### src/rtl/fnd_scan_driver.sv
// Binary-to-BCD front end for the FND digit decoder: an iterative double-dabble
// conversion feeds a display register, which is time-multiplexed one digit at a
// time onto the select/value/enable outputs.
module fnd_scan_driver #(
  parameter int unsigned SCAN_DIV      = 100000,
  parameter bit          BLANK_LEADING = 1'b1
) (
  input  logic        i_clk,
  input  logic        i_reset,
  input  logic [13:0] i_value,
  input  logic        i_load,
  output logic        o_busy,
  output logic        o_overflow,
  output logic [1:0]  o_digitSelect,
  output logic [3:0]  o_bcdDigit,
  output logic        o_en
);

  typedef enum logic [0:0] {StIdle, StConvert} state_e;

  localparam int unsigned     PresW    = (SCAN_DIV > 2) ? $clog2(SCAN_DIV) : 1;
  localparam logic [PresW-1:0] PresLast = PresW'(SCAN_DIV - 1);
  localparam logic [13:0]     MaxValue = 14'd9999;

  state_e      state_q, state_d;
  logic [13:0] shift_q, shift_d;
  logic [15:0] acc_q, acc_d;
  logic [3:0]  iter_q, iter_d;
  logic        pend_ovf_q, pend_ovf_d;
  logic [15:0] disp_q, disp_d;
  logic        ovf_q, ovf_d;
  logic [15:0] acc_adj;
  logic [15:0] acc_shift;

  logic [PresW-1:0] pres_q;
  logic [1:0]       sel_q;

  // Conversion and display state registers.
  always_ff @(posedge i_clk) begin
    if (i_reset) begin
      state_q    <= StIdle;
      shift_q    <= '0;
      acc_q      <= '0;
      iter_q     <= '0;
      pend_ovf_q <= 1'b0;
      disp_q     <= '0;
      ovf_q      <= 1'b0;
    end else begin
      state_q    <= state_d;
      shift_q    <= shift_d;
      acc_q      <= acc_d;
      iter_q     <= iter_d;
      pend_ovf_q <= pend_ovf_d;
      disp_q     <= disp_d;
      ovf_q      <= ovf_d;
    end
  end

  // Double-dabble step and FSM next state; display only updates on the final step.
  always_comb begin
    state_d    = state_q;
    shift_d    = shift_q;
    acc_d      = acc_q;
    iter_d     = iter_q;
    pend_ovf_d = pend_ovf_q;
    disp_d     = disp_q;
    ovf_d      = ovf_q;
    acc_adj    = acc_q;
    for (int i = 0; i < 4; i++) begin
      if (acc_q[4*i +: 4] >= 4'd5) begin
        acc_adj[4*i +: 4] = acc_q[4*i +: 4] + 4'd3;
      end
    end
    acc_shift = {acc_adj[14:0], shift_q[13]};

    unique case (state_q)
      StIdle: begin
        if (i_load) begin
          shift_d    = (i_value > MaxValue) ? MaxValue : i_value;
          acc_d      = '0;
          iter_d     = '0;
          pend_ovf_d = (i_value > MaxValue);
          state_d    = StConvert;
        end
      end
      StConvert: begin
        acc_d   = acc_shift;
        shift_d = {shift_q[12:0], 1'b0};
        iter_d  = iter_q + 4'd1;
        if (iter_q == 4'd13) begin
          disp_d  = acc_shift;
          ovf_d   = pend_ovf_q;
          state_d = StIdle;
        end
      end
      default: state_d = StIdle;
    endcase
  end

  // Free-running scan prescaler; advances the digit slot on terminal count.
  always_ff @(posedge i_clk) begin
    if (i_reset) begin
      pres_q <= '0;
      sel_q  <= 2'd0;
    end else if (pres_q == PresLast) begin
      pres_q <= '0;
      sel_q  <= sel_q + 2'd1;
    end else begin
      pres_q <= pres_q + 1'b1;
    end
  end

  // Digit value mux and leading-zero blanking for the active slot.
  always_comb begin
    o_bcdDigit = disp_q[3:0];
    o_en       = 1'b1;
    unique case (sel_q)
      2'd0: begin
        o_bcdDigit = disp_q[3:0];
        o_en       = 1'b1;
      end
      2'd1: begin
        o_bcdDigit = disp_q[7:4];
        o_en       = !BLANK_LEADING || (|disp_q[15:4]);
      end
      2'd2: begin
        o_bcdDigit = disp_q[11:8];
        o_en       = !BLANK_LEADING || (|disp_q[15:8]);
      end
      2'd3: begin
        o_bcdDigit = disp_q[15:12];
        o_en       = !BLANK_LEADING || (|disp_q[15:12]);
      end
      default: begin
        o_bcdDigit = disp_q[3:0];
        o_en       = 1'b1;
      end
    endcase
  end

  assign o_busy        = (state_q == StConvert);
  assign o_overflow    = ovf_q;
  assign o_digitSelect = sel_q;

endmodule
### config.mk
export PLATFORM = sky130hd
export DESIGN_NAME = fnd_scan_driver
export DESIGN_NICKNAME = d
export VERILOG_FILES = /design/src/rtl/fnd_scan_driver.sv
export SDC_FILE = /design/constraint.sdc
export NUM_CORES = 1
export LEC_CHECK = 0
export ABC_AREA = 1
export BUFFER_PORTS_ARGS = -buffer_cell sky130_fd_sc_hd__buf_2
export CAP_MARGIN = 20
export CORE_MARGIN = 5
export CORE_UTILIZATION = 46
export CTS_BUF_LIST = sky130_fd_sc_hd__clkbuf_8
export DETAILED_ROUTE_END_ITERATION = 7
export PLACE_DENSITY = 0.68
export SETUP_SLACK_MARGIN = 0.3
export SLEW_MARGIN = 30
export SYNTH_ARGS = -nofsm -noshare
export SYNTH_HDL_FRONTEND = slang
export SYNTH_SLANG_ARGS = --single-unit
### constraint.sdc
create_clock -name i_clk -period 1.7 [get_ports i_clk]
set_input_delay 0.085 -clock i_clk [delete_from_list [all_inputs] [get_ports i_clk]]
set_output_delay 0.085 -clock i_clk [all_outputs]
set_load 0.01 [all_outputs]
==> results.md <==
* M3 GR Usage at 0.04067
* Routed len/inst at 12.96 um
* Worst path depth at 5
* GR Util met2 at 0.2727
* Root buffer cell: clkbuf_8
* Critical Path RT at 1.62 ns
* Crit-path slowest cell: dfxtp_4
* RSZ-0062 raised after global routing: yes
* Reg2reg end: pres_q[12]
* Port bufs at 25
* Power Density at 779.8 mW/mm^2
* Layout cells sized above 1 at 0.2028
* Clk_lat worst skew at 0.35 ns
* DRT iter0 DRCs at 182
* Warnings from Yosys at 0
* DRT Pass-1 Iters at 7
* CP max FO at 5
* Total power at 0.003463 W
* Endpoints failing setup at 0
* Core footprint at 0.007767 mm^2
* Vias at 3516
* Logic pwr share at 0.061
* IR drop worst, VDD at 0.4020 mV
* Gr usage total at 0.1739
* DR vias/cell at 5.256
* Leak pwr at 1.801 nW
* P_int at 0.002652 W
* Outcome: complete, no violations
* Num Clock Sinks at 72
* Final nets at 594
* Clk pwr share at 0.434
* Period utilization at 0.9289
* Mapped Cells at 526
* Delay-heaviest family, CP: flip-flops
* Total grt overflow at 0
* Buf/Inv on CP at 2
* Initial Util at 0.4749
* Syn Nets at 558
* Worst Setup Path Type: flip-flop to output port
* Max Cap Viol at 0
* Htree depth at 3
* Vias in the first global route at 3152
* Avg Cell Area, Syn at 7.012 um^2
* Global-route wire length before repair at 14.21 mm
* Cell variety after synth at 36
* R2R Setup Slk at 0.37 ns
* Die area at 0.009909 mm^2
* WL final at 8.668 mm
* Critical Path End: o_bcdDigit[3]
* Vert. Die Dim at 99.55 um
* Mapped Area at 0.003689 mm^2
* Min Tclk post-route at 1.579 ns
* Commonest non-fill, non-tap cell in the layout: nand2_1
* Worst path max stage delay at 0.40 ns
* Flop pwr share at 0.505
* Largest net degree at the start of global routing at 28
* Hold Path Cell Cnt at 5
* Critical path launch point type: flip-flop
* DRT antenna net count at 0
* Boundary pin count at 26
* Core Util, Final at 0.5717
* Yosys reg bits at 72
* FF-to-FF Start: pres_q[0]
* Rel. slew slack at 0.6501
* TNS Setup at 0 ns
* CTS tree: done
* Slew @ Worst Pin at 0.5241 ns
* GP Congestion at 0.8331
* Fin. max-slew vios at 0
* Initial antenna violation count at 0
* Num CTS Buffers at 9
* Worst setup path startpoint: o_digitSelect[1]
* Setup crit end kind: output port
* Hold buffer count at CTS at 0
* Hold Crit Class: input pin to flip-flop
* Layout area overhead at 20.39%
* Switching Share at 0.2343
* Maximum clock path buffer count at 2
* Max Freq at 633.2 MHz
* Crit-path cells: buf_6 -> ha_4 -> nand2_1 -> a32oi_1 -> buf_2
* Die width at 99.55 um
* Skew final at 0.009215 ns
* GRT Max-Usage Layer: met2
* Inserted Diodes at 0
* DRC violations left at 0
* GR met1 Demand/Resource at 0.2335
* NetSw at 0.0008112 W
* Final Hold Fails at 0
* Commonest cells after routing, fill and taps aside: nand2_1, inv_1, dfxtp_1
* Post-DP HPWL at 5.933 mm
* Reg2reg path depth at 6
* Worst path arrival time at 1.49 ns
* Seq/Total Area, Yosys at 0.3908
* # rows at 32
* Worst-path clk slew at 0.08 ns
## routing by layer
metal  wire, um  vias to the layer above
li1           -                     1789
met1       4080                     1600
met2       3949                      110
met3        488                       17
met4        149                        0
met5          0                        -
## power by group through the flow
stage	clock network [W]	logic (W)	registers (W)
after floorplan	0	0.000147	0.00178
after global placement	0	0.000189	0.00179
after detailed placement	0	0.000192	0.00179
after CTS	0.00152	0.000203	0.00175
after global routing	0.00160	0.000237	0.00175
final	0.00150	0.000210	0.00175
## stage by stage
step,area [um^2],cells,setup WS [ns],hold slack (ns)
final,4441,669,0.1208,0.01561
after global routing,4441,669,0.004581,0.03251
after CTS,4308,666,0.1840,0.01457
after detailed placement,3875,641,0.2009,0.3767
after global placement,3875,641,0.2381,0.3666
after floorplan,3689,526,0.3682,0.2595
## Yosys cell counts
library cell	n	share of area
a31oi_1	2	0.0034
ha_1	15	0.051
a32oi_1	4	0.0095
inv_1	64	0.065
a21oi_1	37	0.050
nand3_1	49	0.066
o22ai_1	1	0.0017
xor2_1	4	0.0095
a21oi_2	1	0.0024
nand4_4	1	0.0058
nor2_1	39	0.040
nor3b_1	2	0.0041
nand2_4	1	0.0031
nand2_2	1	0.0017
dfxtp_1	72	0.39
or2_2	2	0.0034
and2_1	2	0.0034
a22oi_1	8	0.016
nor2_4	2	0.0061
buf_4	2	0.0041
buf_2	7	0.0095
nor2_2	5	0.0085
inv_2	2	0.0020
nand3b_1	1	0.0020
or2_0	1	0.0017
nand4_1	13	0.022
nand3_2	3	0.0081
o21ai_1	1	0.0014
mux2i_1	3	0.0081
clkbuf_1	4	0.0041
nand2_1	148	0.15
nor3_1	4	0.0054
buf_1	1	0.0010
nor3_2	1	0.0027
o21ai_0	22	0.030
buf_12	1	0.0054
## cell families (layout without fill, tap and decap cells)
group,after synthesis,after routing,synth area share
xor gates and xnor gates,4,4,0.009497
muxes,3,3,0.008141
DFF,72,72,0.3908
adders and majority gates,15,15,0.05088
buffers and inverters,81,120,0.09124
AOI/OAI and AO/OA,76,76,0.1147
and+or+nand+nor,275,277,0.3348
## state kept, by name (all words and copies together) (netlist names)
| signal | flops |
|---|---|
| shift_q | 14 |
| o_busy | 1 |
| pres_q | 17 |
| o_overflow | 1 |
| o_digitSelect | 2 |
| iter_q | 4 |
| pend_ovf_q | 1 |
| disp_q | 16 |
| acc_q | 16 |
## worst min-delay path by stage
stage                      startpoint  slack [ns]           to
after floorplan           i_value[12]        0.26  shift_q[12]
after global placement     i_value[3]        0.37   shift_q[3]
after detailed placement   i_value[3]        0.38   shift_q[3]
after CTS                  i_value[3]        0.01   shift_q[3]
after global routing       i_value[1]        0.03   shift_q[1]
final                      i_value[3]        0.02   shift_q[3]
## final cells by class
type	count	area, um^2
well taps	102	127.6
flip-flops and latches	72	1464
multi-input cells	375	2126
clock buffers	10	137.6
inverters	66	252.7
fillers	753	3327
repair buffers	38	250.2
clock inverters	6	82.58
## tightest hold or removal path, cell delays in order
cell     delay, ns
buf_2         0.07
nand2_1       0.04
nand2_1       0.05
nand2_1       0.04
nand2_1       0.04
## timing repair
action / CTS / global route
gates cloned: 2 / 0
pin swaps: 10 / 11
endpoints found under the setup margin: 59 / 51
hold endpoints to repair: 0 / 0
resized for setup: 33 / 31
setup buffers: 7 / 3
Note: power is estimated with default switching activity, not from simulation.
